**src/rtl/seq_mul_nb.sv**
```systemverilog
// seq_mul_nb: iterative shift-add multiplier, WIDTH x WIDTH -> 2*WIDTH.
// Signed mode multiplies magnitudes and negates the result at the end.
//
// Handshake: a transfer happens on a rising edge where valid and ready are
// both high. in_ready is high only in IDLE. out_valid is high only in DONE
// and stays high, with p stable, until a cycle with out_ready high. Neither
// ready depends combinationally on the opposite valid.
module seq_mul_nb #(
   parameter int WIDTH = 8,
   parameter int CNT_W = $clog2(WIDTH + 1)
) (
   input  logic                 clk,
   input  logic                 reset,
   input  logic                 in_valid,
   output logic                 in_ready,
   input  logic [WIDTH-1:0]     a,
   input  logic [WIDTH-1:0]     b,
   input  logic                 signed_mode,
   output logic                 out_valid,
   input  logic                 out_ready,
   output logic [2*WIDTH-1:0]   p,
   output logic [1:0]           dbg_state
);

   typedef enum logic [1:0] {
      S_IDLE = 2'd0,
      S_BUSY = 2'd1,
      S_DONE = 2'd2
   } state_t;

   state_t               r_state;
   logic [2*WIDTH-1:0]   r_mcand;
   logic [WIDTH-1:0]     r_mplier;
   logic [2*WIDTH-1:0]   r_acc;
   logic                 r_neg;
   logic [CNT_W-1:0]     r_cnt;
   logic [2*WIDTH-1:0]   r_p;
   logic                 r_in_ready;
   logic                 r_out_valid;

   logic [WIDTH-1:0]     w_mag_a;
   logic [WIDTH-1:0]     w_mag_b;
   logic                 w_neg_in;
   logic [2*WIDTH-1:0]   w_acc_next;
   logic [2*WIDTH-1:0]   w_prod;

   // Operand magnitudes; the most negative value maps to 2^(WIDTH-1), which
   // still fits in an unsigned WIDTH-bit register.
   always_comb begin
      w_mag_a  = (signed_mode & a[WIDTH-1]) ? (~a + 1'b1) : a;
      w_mag_b  = (signed_mode & b[WIDTH-1]) ? (~b + 1'b1) : b;
      w_neg_in = signed_mode & (a[WIDTH-1] ^ b[WIDTH-1]);
   end

   // One partial product per cycle; the multiplicand is pre-shifted so the
   // add position follows the iteration count.
   always_comb begin
      w_acc_next = r_acc + (r_mplier[0] ? r_mcand : {2*WIDTH{1'b0}});
      w_prod     = r_neg ? (~w_acc_next + 1'b1) : w_acc_next;
   end

   // Control FSM and datapath registers, all outputs registered.
   always_ff @(posedge clk or posedge reset) begin
      if (reset) begin
         r_state     <= S_IDLE;
         r_mcand     <= '0;
         r_mplier    <= '0;
         r_acc       <= '0;
         r_neg       <= 1'b0;
         r_cnt       <= '0;
         r_p         <= '0;
         r_in_ready  <= 1'b1;
         r_out_valid <= 1'b0;
      end else begin
         case (r_state)
            S_IDLE: begin
               if (in_valid && r_in_ready) begin
                  r_mcand    <= {{WIDTH{1'b0}}, w_mag_a};
                  r_mplier   <= w_mag_b;
                  r_neg      <= w_neg_in;
                  r_acc      <= '0;
                  r_cnt      <= CNT_W'(WIDTH);
                  r_in_ready <= 1'b0;
                  r_state    <= S_BUSY;
               end
            end
            S_BUSY: begin
               r_acc    <= w_acc_next;
               r_mcand  <= r_mcand << 1;
               r_mplier <= r_mplier >> 1;
               r_cnt    <= r_cnt - 1'b1;
               if (r_cnt == CNT_W'(1)) begin
                  r_p         <= w_prod;
                  r_out_valid <= 1'b1;
                  r_state     <= S_DONE;
               end
            end
            S_DONE: begin
               if (r_out_valid && out_ready) begin
                  r_out_valid <= 1'b0;
                  r_in_ready  <= 1'b1;
                  r_state     <= S_IDLE;
               end
            end
            default: begin
               r_out_valid <= 1'b0;
               r_in_ready  <= 1'b1;
               r_state     <= S_IDLE;
            end
         endcase
      end
   end

   assign in_ready  = r_in_ready;
   assign out_valid = r_out_valid;
   assign p         = r_p;
   assign dbg_state = r_state;

endmodule

```
**config.mk**
```make
export PLATFORM = sky130hd
export DESIGN_NAME = seq_mul_nb
export DESIGN_NICKNAME = d
export VERILOG_FILES = /design/src/rtl/seq_mul_nb.sv
export SDC_FILE = /design/constraint.sdc
export NUM_CORES = 1
export LEC_CHECK = 0
export BUFFER_PORTS_ARGS = -buffer_cell sky130_fd_sc_hd__buf_2
export CELL_PAD_IN_SITES_DETAIL_PLACEMENT = 1
export CELL_PAD_IN_SITES_GLOBAL_PLACEMENT = 1
export CORE_ASPECT_RATIO = 0.7
export CORE_MARGIN = 2
export CORE_UTILIZATION = 45
export DETAILED_ROUTE_END_ITERATION = 10
export GPL_TIMING_DRIVEN = 0
export PLACE_DENSITY = 0.86
export SLEW_MARGIN = 0
export SYNTH_ARGS = -nofsm -noshare
export SYNTH_HDL_FRONTEND = slang
export SYNTH_SLANG_ARGS = --single-unit
```
**constraint.sdc**
```tcl
create_clock -name clk -period 8.7 [get_ports clk]
set_input_delay 0.87 -clock clk [delete_from_list [all_inputs] [get_ports clk]]
set_output_delay 0.87 -clock clk [all_outputs]
set_load 0.01 [all_outputs]
```
# [Yosys cells after proc, flatten, opt, wreduce, memory -nomap -nowiden]
# Cells that the tools add are included.
# W data, S select, Z words.
[classes] addsub=5 n_eq_ne=6 muxes=22 bitwise=9 reduce_logical=10
[op_table] operator="$mux W16" n=4
[op_table] operator="$pmux W16 S2" n=2
[op_table] operator="$mux W8" n=3
[op_table] operator="$add A16 B1 Y16 const B" n=1
[op_table] operator="$add A16 B16 Y16" n=1
[op_table] operator="$add A8 B1 Y8 const B" n=2
[op_table] operator="$not A16 Y16" n=1
[op_table] operator="$not A8 Y8" n=2
[op_table] operator="$pmux W8 S2" n=1
[op_table] operator="$reduce_and A3 Y1" n=3
[op_table] operator="$pmux W4 S2" n=1
[op_table] operator="$mux W2" n=3
[op_table] operator="$ne A2 B2 Y1 const B" n=3
[op_table] operator="$pmux W1 S3" n=2
[op_table] operator="$pmux W2 S3" n=1
[op_table] operator="$reduce_and A2 Y1" n=3
[op_table] operator="$eq A4 B1 Y1 const B" n=1
[op_table] operator="$mux W1" n=4
[op_table] operator="$mux W4" n=1
[op_table] operator="$sub A4 B1 Y4 const B" n=1
[op_table] operator="$and A1 B1 Y1" n=3
[op_table] operator="$eq A2 B1 Y1 const B" n=1
[op_table] operator="$eq A2 B2 Y1 const B" n=1
[op_table] operator="$logic_and A1 B1 Y1" n=2
[op_table] operator="4 further kinds" n=5
[word_totals] ff_bits=65 inputBits=21 out_inout_bits=20 elab_cells=61

# [Logic depth before layout (Yosys ltp)]
[logic_depth] depth_word=5 mapped_depth=12 depth_no_buf=11

# [Least setup slack after synthesis]
# No wires, ideal clock.
[synth_timing] path_type="flip-flop to flip-flop" from="reg r_mplier[0]" to="reg r_p[15] (netlist: p[15])" setup_ps=87 t_arrival_ps=3465 required_time_ps=8613 setup_slack_ps=5149 stages_incl_launch_ff=13 n_path_buf=1 period_less_slack_ps=3551 cell_sequence="dfrtp_1 -> clkbuf_1 -> and2_1 -> ha_1 -> fa_1 -> a211o_1 -> a211o_1 -> a41oi_2 -> xor2_1 -> o21ai_2 -> or3_4 -> or4b_1 -> o211ai_1"
[synth_between] elab_chain_len=5
[synth_lines] item="start: declaration" line_no="33" text="logic [WIDTH-1:0] r_mplier;"
[synth_lines] item="start signal: assignment" line_no="79" text="r_mplier <= w_mag_b;"
[synth_lines] item="start signal: assignment" line_no="90" text="r_mplier <= r_mplier >> 1;"
[synth_lines] item="$mux W16 *" line_no="58" text="w_acc_next = r_acc + (r_mplier[0] ? r_mcand : {2*WIDTH{1'b0}});"
[synth_lines] item="$add A16 B16 Y16 *" line_no="58"
[synth_lines] item="$not A16 Y16" line_no="59" text="w_prod = r_neg ? (~w_acc_next + 1'b1) : w_acc_next;"
[synth_lines] item="$add A16 B1 Y16" line_no="59"
[synth_lines] item="$mux W16 *" line_no="59"
[synth_lines] item="end signal: assignment" line_no="93" text="r_p <= w_prod;"
[synth_lines] item="end: declaration" line_no="37" text="logic [2*WIDTH-1:0] r_p;"
# Mark *: on every way between the ends. The rest lies on a longest branch, timed or not.
# A chain may end at the register's enable or synchronous reset.

# [Worst setup path after layout]
[layout_timing] from="reg r_mplier[0]" to="reg r_p[14] (netlist: p[14])"
# The elaborated chain is that of the path after synthesis.

==> impl_results.md <==
* Clk_lat worst skew at around 0.34 ns
* Largest area contributor in the netlist: dfrtp_1
* Post-CTS Setup Inserts at 0
* Crit Path Class: register to register
* Die width at 117 µm
* Clock Tree Root: clkbuf_16
* Netlist Area Pre-Place at around 0.0040 mm²
* Post-synthesis mux area share at 0.0131
* Worst slew pin tran at slightly above 1 ns
* Antenna diodes at 0
* First-pass GRT wire length at between 15000 and 20000 µm
* Avg WL per Cell at between 15 and 20 µm
* HP Start: p[4]
* VDD IR-drop max at roughly 160 µV
* Met2 WL at between 5000 and 6000 µm
* Placer Congestion at ~0.85
* Syn nets at approximately 490
* Syn Inst Count at 445
* Number of top-level pins at 41
* Largest family of logic cells by synthesized area: compound AO/OA/AOI/OAI gates
* Final WS setup at about 4.3 ns
* DRC Markers at 0
* Clock Skews at ~0.010 ns
* Max-cap violations at 0
* Fin crit share at 0.503
* Via/cell ratio at 5.86
* Final core utilization at 0.544
* Most area-consuming cells after synthesis: dfrtp_1, ha_1, o21ai_0
* Number of nets with antenna violations after routing at 0
* Worst path cell trace: clkbuf_1 > and2_1 > ha_1 > fa_1 > a211o_1 > o21ai_1 > xnor2_1 > a2111oi_0 > nand3_1 > o211ai_1 > a31oi_1 > a211o_1
* Largest net degree at the start of global routing at between 40 and 50
* Final Hold Viols at 0
* Setup WS pre-CTS at around 4.5 ns
* Max Clock Freq at around 230 MHz
* DRT met1 WL at between 5000 and 6000 µm
* Setup-failing EPs final at 0
* Total congestion overflow at 0
* Top FF cell, synth: dfrtp_1
* Power Total at roughly 1700 µW
* Critical R2R Launch: r_mplier[0]
* DRT Pass-1 Iters at 4
* Rows at 28
* Port Buffers at 40
* Sink Count at between 60 and 70
* Die area at 0.00973 mm²
* Final Slew Violations at 0
* Run status: finished clean
* Routed vias at about 3600
* Syn-to-layout area delta at 16.0%
* DRT iter0 DRCs at roughly 170
* Syn Area/Cell at between 9 and 10 µm²
* Worst Path Max Fanout at 10
* Setup TNS at 0 ns
* Initial core utilization at 0.469
* Number of enable flip-flop cells after synthesis at 0
* Die Y at just over 80 µm
* Worst Setup End Kind: register
* Complex-gate fraction of the synthesized area at 0.235
* Data arrival time of the worst path at between 4 and 5 ns
* Critical-path top delay cell: a2111oi_0
* GRT Util Overall at 0.258
* RSZ-0062 raised after global routing: false
* H-tree Lvls at 3
* Clock slew at reported path FFs at 0.06 ns
* Adder-cell share of the synthesized area at 0.0671
* Synth Area in Simple Gates at 0.170
* Crit path top cell by count: a211o_1
* Initial antenna violation count at 0
* Leakage at around 0.0022 µW
* Seq/Total Area, Yosys at 0.404
* Critical path launch point: r_mplier[0]
* CTS Buffer Depth at 2
* Synth Register Bits at between 60 and 70
* # hold bufs at CTS at 0
* Req. time, crit path at around 8.9 ns
* Ratio of cells with drive above 1 in the final layout at 0.145
* CP Launch Type: register
* Slew headroom at 0.312
* Cell Pwr Density at around 360 mW/mm²
* Num CTS Buffers at 9
* Vias in the first global route at 3822
* Unique masters post-synth at slightly below 60
* DP HPWL at roughly 8600 µm
* # nets final at approximately 540
* Top Metal Used: met4
* Post-layout min period at between 4 and 5 ns
* Core ar. at ~0.0086 mm²
* Async set-reset flop share out of synthesis at 1.00
* Yosys warnings at 0
* DRT Wirelength at ~12000 µm
* Share of the synthesized area in the top cell type at 0.398
* Hold crit path type: register to register
* Post-CTS Resized at 0
* Met3 WL post-DR at between 500 and 600 µm
* Slowest stage delay, CP at 0.90 ns
* CTS tree: built
* Synth Area in XOR/XNOR at 0.0740
-- registers in the layout, indices dropped and copies added, names as in the netlist --
| name | flops |
|---|---|
| dbg_state | 2 |
| in_ready | 1 |
| out_valid | 1 |
| p | 16 |
| r_acc | 16 |
| r_cnt | 4 |
| r_mcand | 16 |
| r_mplier | 8 |
| r_neg | 1 |
-- stage by stage --
stage | area (µm²) | hold slack (ns) | instances
after floorplan | 4030 | 0.450 | 445
after global placement | 4380 | 0.462 | 605
after detailed placement | 4400 | 0.466 | 606
after CTS | 4670 | 0.486 | 622
after global routing | 4670 | 0.523 | 622
final | 4670 | 0.480 | 622
-- metal layers --
layer / up-vias / global-route usage
met5: - / 0
met4: 0 / 0.0749
met3: 11 / 0.0547
met2: 68 / 0.418
met1: 1856 / 0.347
li1: 1707 / -
-- report_power, final --
group          switching, µW  internal (µW)  leakage (µW)
clock network            141            201      0.000129
logic                    513            325       0.00123
registers               92.3            422      0.000843
-- path summary, 6_finish.rpt --
path / to / slack [ns] / depth (start not counted)
setup / recovery: p[14] / 4.33 / 12
hold / removal: p[4] / 0.48 / 2
setup reg to reg: p[14] / 4.33 / 12
hold reg to reg: p[4] / 0.48 / 2
max in group asynchronous: in_ready / 7.48 / 3
min in group asynchronous: p[5] / 0.57 / 2
-- cell families after synthesis --
family | after synthesis
XOR/XNOR | 34
flip-flops | 65
AO/OA/AOI/OAI | 144
adder cells (fa/ha/maj) | 21
buffers and inverters | 34
AND/OR/NAND/NOR | 142
multiplexers | 5
-- cells in the mapped netlist (2+ instances only) --
cell type  number
mux2_2          2
xor2_1         16
nand2_1        48
o22ai_1         4
o31ai_1         5
dfrtp_1        64
a211o_1         4
a31oi_1         4
o211ai_1        4
a22oi_1         6
buf_6           3
a21oi_1        32
nor3b_1         3
nor2_1         32
inv_1          17
nor2b_1         2
nand3_1         9
ha_1           20
nor3_1         12
or3_1           2
xnor2_1        18
o21ai_0        42
clkbuf_1       13
and3_1          2
a21o_1          6
or2_2           2
a22o_1         15
and2_1         18
nand2b_1        2
mux2i_1         3
nor4_1          2
o21bai_1        2
a211oi_1        5
-- worst max-delay path, delay by kind of cell (launching register included) --
kind	cells	cell delay (ns)
buffers and inverters	1	0.27
AOI/OAI and AO/OA	6	2.03
adders and majority gates	2	0.69
DFF	1	0.49
and+or+nand+nor	2	0.58
xor gates and xnor gates	1	0.19
-- layout by cell type, fill, tap and decap left out, drive strengths merged, types with 5 or more instances in the layout --
cell type  netlist  layout
o31ai            5       5
dfrtp           64      64
xor2            16      16
a22oi            6       6
a21oi           33      33
and2            18      18
a211oi           5       5
inv             17      17
xnor2           18      18
nor2            32      32
o21ai           44      44
clkbuf          13      25
buf              4      45
nand3            9       9
a21o             6       6
a22o            16      16
nand2           48      48
nor3            12      12
ha              20      20
-- final cells by class --
cell class,count,area [µm²]
Buffer,17,86.3
Clock buffer,12,246
Clock inverter,4,28.8
Fill cell,1007,3910
Inverter,17,63.8
Multi-Input combinational cell,346,2250
Sequential cell,65,1630
Tap cell,120,150
Timing Repair Buffer,41,220
Note: power is estimated with default switching activity, not from simulation.
